===== src/rtl/mips_pkg.sv =====
`default_nettype none
// ============================================================================
// Module  : mips_pkg
// Brief   : Shared opcode/funct constants, FSM state and ALU-op encodings
// Revision: 1.0  initial release
// ============================================================================
package mips_pkg;

    typedef enum logic [2:0] {
        FETCH  = 3'd0,
        DECODE = 3'd1,
        EXEC   = 3'd2,
        MEM    = 3'd3,
        WB     = 3'd4,
        HALT   = 3'd5
    } state_t;

    typedef enum logic [2:0] {
        ALU_ADD = 3'd0,
        ALU_SUB = 3'd1,
        ALU_AND = 3'd2,
        ALU_OR  = 3'd3,
        ALU_SLT = 3'd4
    } alu_op_t;

    localparam logic [5:0] c_op_rtype = 6'h00;
    localparam logic [5:0] c_op_j     = 6'h02;
    localparam logic [5:0] c_op_beq   = 6'h04;
    localparam logic [5:0] c_op_addi  = 6'h08;
    localparam logic [5:0] c_op_lw    = 6'h23;
    localparam logic [5:0] c_op_sw    = 6'h2B;

    localparam logic [5:0] c_fn_syscall = 6'h0C;
    localparam logic [5:0] c_fn_add     = 6'h20;
    localparam logic [5:0] c_fn_sub     = 6'h22;
    localparam logic [5:0] c_fn_and     = 6'h24;
    localparam logic [5:0] c_fn_or      = 6'h25;
    localparam logic [5:0] c_fn_slt     = 6'h2A;

    function automatic logic [31:0] bswap32(input logic [31:0] w);
        return {w[7:0], w[15:8], w[23:16], w[31:24]};
    endfunction

endpackage
`default_nettype wire


===== src/rtl/mips_multicycle_core_if.sv =====
`default_nettype none
// ============================================================================
// Module  : mips_multicycle_core_if
// Brief   : Instruction and data memory request/ready bus of the core
// Revision: 1.0  initial release
// ============================================================================
interface mips_multicycle_core_if;

    logic        imem_req;
    logic [31:0] imem_addr;
    logic        imem_ready;
    logic [31:0] imem_rdata;

    logic        dmem_req;
    logic        dmem_we;
    logic [31:0] dmem_addr;
    logic [31:0] dmem_wdata;
    logic        dmem_ready;
    logic [31:0] dmem_rdata;

    modport master (
        output imem_req, imem_addr,
        input  imem_ready, imem_rdata,
        output dmem_req, dmem_we, dmem_addr, dmem_wdata,
        input  dmem_ready, dmem_rdata
    );

    modport slave (
        input  imem_req, imem_addr,
        output imem_ready, imem_rdata,
        input  dmem_req, dmem_we, dmem_addr, dmem_wdata,
        output dmem_ready, dmem_rdata
    );

endinterface
`default_nettype wire


===== src/rtl/mc_regfile.sv =====
`default_nettype none
// ============================================================================
// Module  : mc_regfile
// Brief   : 32x32 register file, two async reads, one sync write, $0 = 0
// Revision: 1.0  initial release
// ============================================================================
module mc_regfile (
    input  wire         clk,
    input  wire         rst_b,
    input  wire  [4:0]  i_raddr_a,
    input  wire  [4:0]  i_raddr_b,
    output logic [31:0] o_rdata_a,
    output logic [31:0] o_rdata_b,
    input  wire         i_we,
    input  wire  [4:0]  i_waddr,
    input  wire  [31:0] i_wdata
);

    logic [31:0] r_regs [32];

    always_ff @(posedge clk or negedge rst_b) begin
        if (!rst_b) begin
            for (int i = 0; i < 32; i++) begin
                r_regs[i] <= '0;
            end
        end else if (i_we && (i_waddr != 5'd0)) begin
            r_regs[i_waddr] <= i_wdata;
        end
    end

    assign o_rdata_a = (i_raddr_a == 5'd0) ? 32'd0 : r_regs[i_raddr_a];
    assign o_rdata_b = (i_raddr_b == 5'd0) ? 32'd0 : r_regs[i_raddr_b];

endmodule
`default_nettype wire


===== src/rtl/mips_multicycle_core.sv =====
`default_nettype none
// ============================================================================
// Module  : mips_multicycle_core
// Brief   : Multicycle MIPS subset core with request/ready memory ports
// Revision: 1.0  initial release
// ============================================================================
module mips_multicycle_core #(
    parameter logic [31:0] RESET_PC    = 32'h0000_0000,
    parameter int unsigned MEM_TIMEOUT = 0,
    parameter bit          BIG_ENDIAN  = 1'b1
) (
    input  wire                     clk,
    input  wire                     rst_b,
    mips_multicycle_core_if.master  bus,
    output logic                    halted,
    output logic                    err
);
    import mips_pkg::*;

    localparam logic [31:0] c_timeout_last = MEM_TIMEOUT - 1;

    state_t      r_state;
    logic [31:0] r_pc, r_ir, r_a, r_b, r_alu_out, r_mdr;
    logic [31:0] r_dmem_addr, r_dmem_wdata, r_wait_cnt;
    logic        r_dmem_we, r_halted, r_err;

    logic [5:0]  w_op, w_funct;
    logic [4:0]  w_rs, w_rt, w_rd;
    logic [31:0] w_imm_sext, w_alu_b, w_alu_res, w_mem_addr, w_rf_a, w_rf_b;
    logic        w_legal, w_syscall, w_timeout;
    alu_op_t     w_alu_op;

    assign w_op       = r_ir[31:26];
    assign w_rs       = r_ir[25:21];
    assign w_rt       = r_ir[20:16];
    assign w_rd       = r_ir[15:11];
    assign w_funct    = r_ir[5:0];
    assign w_imm_sext = {{16{r_ir[15]}}, r_ir[15:0]};
    assign w_mem_addr = r_a + w_imm_sext;
    assign w_timeout  = (MEM_TIMEOUT != 0) && (r_wait_cnt == c_timeout_last);

    always_comb begin
        w_legal   = 1'b0;
        w_syscall = 1'b0;
        w_alu_op  = ALU_ADD;
        case (w_op)
            c_op_rtype: begin
                case (w_funct)
                    c_fn_add:     w_legal = 1'b1;
                    c_fn_sub:     begin w_legal = 1'b1; w_alu_op = ALU_SUB; end
                    c_fn_and:     begin w_legal = 1'b1; w_alu_op = ALU_AND; end
                    c_fn_or:      begin w_legal = 1'b1; w_alu_op = ALU_OR;  end
                    c_fn_slt:     begin w_legal = 1'b1; w_alu_op = ALU_SLT; end
                    c_fn_syscall: begin w_legal = 1'b1; w_syscall = 1'b1;   end
                    default:      w_legal = 1'b0;
                endcase
            end
            c_op_addi, c_op_lw, c_op_sw, c_op_beq, c_op_j: w_legal = 1'b1;
            default: w_legal = 1'b0;
        endcase
    end

    assign w_alu_b = (w_op == c_op_rtype) ? r_b : w_imm_sext;

    always_comb begin
        case (w_alu_op)
            ALU_SUB: w_alu_res = r_a - w_alu_b;
            ALU_AND: w_alu_res = r_a & w_alu_b;
            ALU_OR:  w_alu_res = r_a | w_alu_b;
            ALU_SLT: w_alu_res = {31'd0, $signed(r_a) < $signed(w_alu_b)};
            default: w_alu_res = r_a + w_alu_b;
        endcase
    end

    mc_regfile u_regfile (
        .clk       (clk),
        .rst_b     (rst_b),
        .i_raddr_a (w_rs),
        .i_raddr_b (w_rt),
        .o_rdata_a (w_rf_a),
        .o_rdata_b (w_rf_b),
        .i_we      (r_state == WB),
        .i_waddr   ((w_op == c_op_rtype) ? w_rd : w_rt),
        .i_wdata   ((w_op == c_op_lw) ? r_mdr : r_alu_out)
    );

    always_ff @(posedge clk or negedge rst_b) begin
        if (!rst_b) begin
            r_state      <= FETCH;
            r_pc         <= RESET_PC;
            r_ir         <= '0;
            r_a          <= '0;
            r_b          <= '0;
            r_alu_out    <= '0;
            r_mdr        <= '0;
            r_dmem_addr  <= '0;
            r_dmem_wdata <= '0;
            r_dmem_we    <= 1'b0;
            r_wait_cnt   <= '0;
            r_halted     <= 1'b0;
            r_err        <= 1'b0;
        end else begin
            case (r_state)
                FETCH: begin
                    if (bus.imem_ready) begin
                        r_ir       <= bus.imem_rdata;
                        r_pc       <= r_pc + 32'd4;
                        r_wait_cnt <= '0;
                        r_state    <= DECODE;
                    end else if (w_timeout) begin
                        r_state  <= HALT;
                        r_halted <= 1'b1;
                        r_err    <= 1'b1;
                    end else begin
                        r_wait_cnt <= r_wait_cnt + 32'd1;
                    end
                end
                DECODE: begin
                    if (!w_legal || w_syscall) begin
                        r_state  <= HALT;
                        r_halted <= 1'b1;
                        r_err    <= !w_legal;
                    end else begin
                        r_a     <= w_rf_a;
                        r_b     <= w_rf_b;
                        r_state <= EXEC;
                    end
                end
                EXEC: begin
                    case (w_op)
                        c_op_beq: begin
                            if (r_a == r_b) r_pc <= r_pc + {w_imm_sext[29:0], 2'b00};
                            r_state <= FETCH;
                        end
                        c_op_j: begin
                            r_pc    <= {r_pc[31:28], r_ir[25:0], 2'b00};
                            r_state <= FETCH;
                        end
                        c_op_lw, c_op_sw: begin
                            if (w_mem_addr[1:0] != 2'b00) begin
                                r_state  <= HALT;
                                r_halted <= 1'b1;
                                r_err    <= 1'b1;
                            end else begin
                                r_dmem_addr  <= w_mem_addr;
                                r_dmem_we    <= (w_op == c_op_sw);
                                r_dmem_wdata <= BIG_ENDIAN ? r_b : bswap32(r_b);
                                r_state      <= MEM;
                            end
                        end
                        default: begin
                            r_alu_out <= w_alu_res;
                            r_state   <= WB;
                        end
                    endcase
                end
                MEM: begin
                    if (bus.dmem_ready) begin
                        r_mdr      <= BIG_ENDIAN ? bus.dmem_rdata : bswap32(bus.dmem_rdata);
                        r_dmem_we  <= 1'b0;
                        r_wait_cnt <= '0;
                        r_state    <= r_dmem_we ? FETCH : WB;
                    end else if (w_timeout) begin
                        r_dmem_we <= 1'b0;
                        r_state   <= HALT;
                        r_halted  <= 1'b1;
                        r_err     <= 1'b1;
                    end else begin
                        r_wait_cnt <= r_wait_cnt + 32'd1;
                    end
                end
                WB:      r_state <= FETCH;
                HALT:    r_state <= HALT;
                default: begin
                    r_state  <= HALT;
                    r_halted <= 1'b1;
                    r_err    <= 1'b1;
                end
            endcase
        end
    end

    // Requests follow the state directly so a fetch goes out in the very first
    // cycle after reset; rst_b gating keeps them low while reset is held.
    assign bus.imem_req   = rst_b && (r_state == FETCH);
    assign bus.imem_addr  = r_pc;
    assign bus.dmem_req   = rst_b && (r_state == MEM);
    assign bus.dmem_we    = r_dmem_we;
    assign bus.dmem_addr  = r_dmem_addr;
    assign bus.dmem_wdata = r_dmem_wdata;
    assign halted         = r_halted;
    assign err            = r_err;

endmodule
`default_nettype wire


===== src/flat_wrapper.sv =====
// flat-port wrapper written by rule: the top's interface ports become plain ports
module mips_multicycle_core_flat import mips_pkg::*;
#(
    parameter logic [31:0] RESET_PC    = 32'h0000_0000,
    parameter int unsigned MEM_TIMEOUT = 0,
    parameter bit          BIG_ENDIAN  = 1'b1
)
  (clk, rst_b, halted, err, bus_imem_req, bus_imem_addr, bus_imem_ready, bus_imem_rdata, bus_dmem_req, bus_dmem_we, bus_dmem_addr, bus_dmem_wdata, bus_dmem_ready, bus_dmem_rdata);
  mips_multicycle_core_if bus_i ();
  input  wire clk;
  input  wire rst_b;
  output logic halted;
  output logic err;
  output wire logic [$bits(bus_i.imem_req)-1:0] bus_imem_req;
  output wire logic [$bits(bus_i.imem_addr)-1:0] bus_imem_addr;
  input wire logic [$bits(bus_i.imem_ready)-1:0] bus_imem_ready;
  input wire logic [$bits(bus_i.imem_rdata)-1:0] bus_imem_rdata;
  output wire logic [$bits(bus_i.dmem_req)-1:0] bus_dmem_req;
  output wire logic [$bits(bus_i.dmem_we)-1:0] bus_dmem_we;
  output wire logic [$bits(bus_i.dmem_addr)-1:0] bus_dmem_addr;
  output wire logic [$bits(bus_i.dmem_wdata)-1:0] bus_dmem_wdata;
  input wire logic [$bits(bus_i.dmem_ready)-1:0] bus_dmem_ready;
  input wire logic [$bits(bus_i.dmem_rdata)-1:0] bus_dmem_rdata;
  assign bus_imem_req = bus_i.imem_req;
  assign bus_imem_addr = bus_i.imem_addr;
  assign bus_i.imem_ready = bus_imem_ready;
  assign bus_i.imem_rdata = bus_imem_rdata;
  assign bus_dmem_req = bus_i.dmem_req;
  assign bus_dmem_we = bus_i.dmem_we;
  assign bus_dmem_addr = bus_i.dmem_addr;
  assign bus_dmem_wdata = bus_i.dmem_wdata;
  assign bus_i.dmem_ready = bus_dmem_ready;
  assign bus_i.dmem_rdata = bus_dmem_rdata;
  mips_multicycle_core #(.RESET_PC(RESET_PC), .MEM_TIMEOUT(MEM_TIMEOUT), .BIG_ENDIAN(BIG_ENDIAN)) u_core (.clk(clk), .rst_b(rst_b), .bus(bus_i), .halted(halted), .err(err));
endmodule

===== config.mk =====
export PLATFORM = sky130hd
export DESIGN_NAME = mips_multicycle_core_flat
export DESIGN_NICKNAME = d
export VERILOG_FILES = /design/src/rtl/mips_pkg.sv /design/src/rtl/mips_multicycle_core_if.sv /design/src/rtl/mc_regfile.sv /design/src/rtl/mips_multicycle_core.sv /design/src/flat_wrapper.sv
export SDC_FILE = /design/constraint.sdc
export NUM_CORES = 2
export LEC_CHECK = 0
export CELL_PAD_IN_SITES_DETAIL_PLACEMENT = 1
export CELL_PAD_IN_SITES_GLOBAL_PLACEMENT = 1
export CORE_MARGIN = 8
export CORE_UTILIZATION = 51
export DETAILED_ROUTE_END_ITERATION = 7
export GPL_TIMING_DRIVEN = 0
export PLACE_DENSITY = 0.89
export SYNTH_ARGS = -nofsm -noshare
export SYNTH_HDL_FRONTEND = slang
export SYNTH_SLANG_ARGS = --single-unit

===== constraint.sdc =====
create_clock -name clk -period 6.5 [get_ports clk]
set_input_delay 0.975 -clock clk [delete_from_list [all_inputs] [get_ports clk]]
set_output_delay 0.975 -clock clk [all_outputs]
set_load 0.005 [all_outputs]

==> flow_summary_export.csv <==
group,metric,value,unit
run_status,status,"finished with violations",
run_status,violations,"design-rule violations, max-capacitance violations, max-slew violations",
timing,tns,0,ns
die,boundaryPins,169,
die,die_area,151000,um^2
place,dp_hpwl,237,mm
finish,nFillCells,14375,
power_and_ir_drop,powerDensity,240,nW/um^2
clock_tree,clk_path_buf_depth,3,
finish,drive_above_1_share,16.8,%
worst_setup_path,critPathKind,"register to register",
clock_tree,cts.sinks,1284,
die,core_area,138000,um^2
clock_tree,cts-root-buf,"clkbuf_16",
timing,tightest_slew,1.97,ns
die,start_util,51.4,%
clock_tree,cts_tree,"built",
timing,period_needed,6.27,ns
worst_setup_path,reg2reg_slack,0.23,ns
global_routing,gr-usage-all-layers,44.1,%
power_and_ir_drop,total_power,19.2,mW
finish,layout.area.seq,32100,um^2
finish,postLayoutCoreUtil,58.1,%
synthesis,yosysWarnings,0,
power_and_ir_drop,p_leak,34.0,nW
timing,period_share,96.5,%
finish,nets,7079,
worst_setup_path,rr_worst_depth,23,
timing,fin_worst_skew,0.0413,ns
finish,multiInputGateArea,35800,um^2
timing,whs,0.0970,ns
worst_setup_path,crit_path_start_kind,"register",
worst_setup_path,crit_start,"u_core.r_ir[29]$_DFFE_PN0P_",
synthesis,synth_top_area_share,45.4,%
die,fp.dieW,389,um
die,die_h,389,um
synthesis,yosys-top-cells-area,"dfrtp_1, mux4_2, a21oi_1",
routing,antenna_left,0,
routing,drc,34,
worst_setup_path,r2r_start,"u_core.r_ir[29]$_DFFE_PN0P_",
place,io_buffers,166,
global_routing,grt_pass1_wl,488,mm
routing,vias,67189,
synthesis,syn_area,70800,um^2
routing,initialDrtViolationCount,11370,
clock_tree,clk_latency,0.85,ns
synthesis,synth_top_area_cell,"dfrtp_1",
timing,timing.final.max_slew_violations,135,
die,num_rows,136,
timing,worst_slack,0.230,ns
place,dpl_worst_slack,-1.00,ns
routing,dr.pass1.iters,8,
global_routing,grt_remaining_overflow,0,
synthesis,synth_seq_cells,1284,
worst_setup_path,cp.required,7.20,ns
hold_path,min_path_type,"input port to async pin",
timing,max_clock_freq,159,MHz
power_and_ir_drop,ir_drop,0.171,mV
worst_setup_path,r2r_end,"u_core.r_alu_out[26]$_DFFE_PN0P_",
finish,final-instance-count-excl-fill,8781,
run,cap_viol_max_count,16,
synthesis,synthCells,6525,
clock_tree,clkTransAtPathRegs,0.07,ns
global_routing,grt_max_degree,176,
worst_setup_path,end_kind,"register",
routing,wl_per_cell,39.4,um
finish,fin_area,80000,um^2
finish,final_common_cell,"dfrtp_1",
place,gp_congestion,1.02,
routing,viasPerCell,7.65,
global_routing,grt_pass1_vias,69206,
clock_tree,htree_levels,4,
place,placed_cell_area,74900,um^2
place,dp.cells,8494,
synthesis,syn_avg_cell_area,10.8,um^2
worst_setup_path,crit_fanout,10,
finish,syn_to_final_growth,13.0,%
timing,slew_headroom,-31.6,%
synthesis,async_flop_share,100,%
worst_setup_path,crit_arrival,6.97,ns
global_routing,antenna_found_initial,38,
synthesis,synth_edf_count,0,
finish,mostFrequentLayoutCells,"dfrtp_1, a21oi_1, nor2_1, nand2_1, mux4_2",
synthesis,synthFlopType,"dfrtp_1",
synthesis,yosysSeqAreaShare,45.4,%
synthesis,ys_types,82,
timing,setup_viol_count_final,0,
clock_tree,cts_buffers,141,
routing,wl,346,mm
timing,finalHoldViolations,0,
[state kept, by name, summed over array words and instances, names as in the netlist]
name and flops:
u_core.bus.imem_addr 30, u_core.bus.dmem_we 1, u_core.r_a 32, u_core.r_state 3
u_core.r_mdr 32, u_core.err 1, u_core.bus.dmem_wdata 32, u_core.bus.dmem_addr 32
u_core.r_b 32, u_core.u_regfile.r_regs 1024, u_core.r_alu_out 32, u_core.halted 1
u_core.r_ir 32
[worst max-delay path, stage by stage (launching register included)]
cell and delay, ns:
dfrtp_1 0.46, or4_1 0.53, clkbuf_1 0.22, or3_1 0.36, buf_4 0.20, buf_2 0.22, buf_2 0.22, clkbuf_1 0.28
nand2_1 0.16, nand2_1 0.19, inv_1 0.13, ha_1 0.30, nor4_2 0.38, nand3_1 0.12, o21ai_1 0.23, o41ai_2 0.11
buf_4 0.16, o31ai_2 0.40, a21oi_2 0.19, o31ai_4 0.35, a21bo_2 0.20, xnor2_1 0.05, a21oi_1 0.45, a21oi_1 0.17
[routing by layer]
layer	vias to the layer above	track usage [%]	wire (um)
li1	24242	-	-
met5	-	2.07	600
met1	33435	48.9	108000
met2	6810	64.4	146000
met3	2676	21.1	52300
met4	26	35.5	38900
[area by class of cell]
cell class / count / area share, %
clock buffer: 201 / 5.10
antenna: 28 / 0.0876
timing repair buffer: 180 / 2.45
multi-input combinational: 4522 / 44.8
inverter: 122 / 0.573
tap: 1794 / 2.81
clock inverter: 52 / 0.881
sequential: 1284 / 40.2
buffer: 598 / 3.16
[cell usage after synthesis, types with 5 or more instances]
| master | instances |
|---|---|
| dfrtp_1 | 1284 |
| a21oi_1 | 850 |
| nor2_1 | 811 |
| nand2_1 | 694 |
| mux4_2 | 641 |
| o21ai_0 | 557 |
| clkbuf_1 | 353 |
| ha_1 | 158 |
| buf_2 | 139 |
| inv_1 | 119 |
| mux2i_1 | 103 |
| xnor2_1 | 94 |
| buf_1 | 92 |
| mux2_2 | 68 |
| a21o_1 | 55 |
| nand3_1 | 41 |
| xor2_1 | 29 |
| nor3_1 | 27 |
| a31oi_1 | 26 |
| and2_1 | 25 |
| o21bai_1 | 25 |
| o211ai_1 | 23 |
| nand4_1 | 22 |
| o31ai_1 | 22 |
| nand2b_1 | 19 |
| o22ai_1 | 18 |
| a211oi_1 | 17 |
| and3_1 | 17 |
| nor4_1 | 16 |
| nor2b_1 | 15 |
| or3_1 | 10 |
| a221oi_1 | 9 |
| or2_2 | 9 |
| or4_1 | 9 |
| buf_6 | 8 |
| nand3b_1 | 8 |
| o21a_1 | 8 |
| a221o_1 | 7 |
| buf_4 | 6 |
| o221ai_1 | 6 |
| a31o_2 | 5 |
[worst max-delay path by stage]
stage                                                end  slack [ns]
detailed placement      u_core.r_alu_out[27]$_DFFE_PN0P_       -1.00
CTS                      u_core.r_alu_out[0]$_DFFE_PN0P_        0.04
floorplan               u_core.r_alu_out[28]$_DFFE_PN0P_        1.19
global placement    u_core.bus.dmem_addr[23]$_DFFE_PN0P_      -53.68
global route            u_core.r_alu_out[25]$_DFFE_PN0P_       -0.01
finish                  u_core.r_alu_out[26]$_DFFE_PN0P_        0.23
[report_power, final]
group,switching (mW),leakage [nW],internal (mW)
Sequential,0.126,17.8,8.07
Clock,3.80,2.36,4.97
Combinational,1.56,13.8,0.686
[logic make-up after synthesis]
kind of cell	share of synthesized area, %
adder cells (fa/ha/maj)	2.91
other	0.00530
multiplexers	22.9
buffers and inverters	4.18
XOR/XNOR	1.52
flip-flops	45.4
AO/OA/AOI/OAI	13.0
AND/OR/NAND/NOR	10.0
[timing repair]
item	CTS	global route
hold buffers	0	0
buffers inserted	1	1
pin swaps	1	1
endpoints found under the setup margin	15	8
endpoints found under the hold margin	0	0
resized for setup	6	9
No activity file was read; power rests on OpenSTA's default activity.
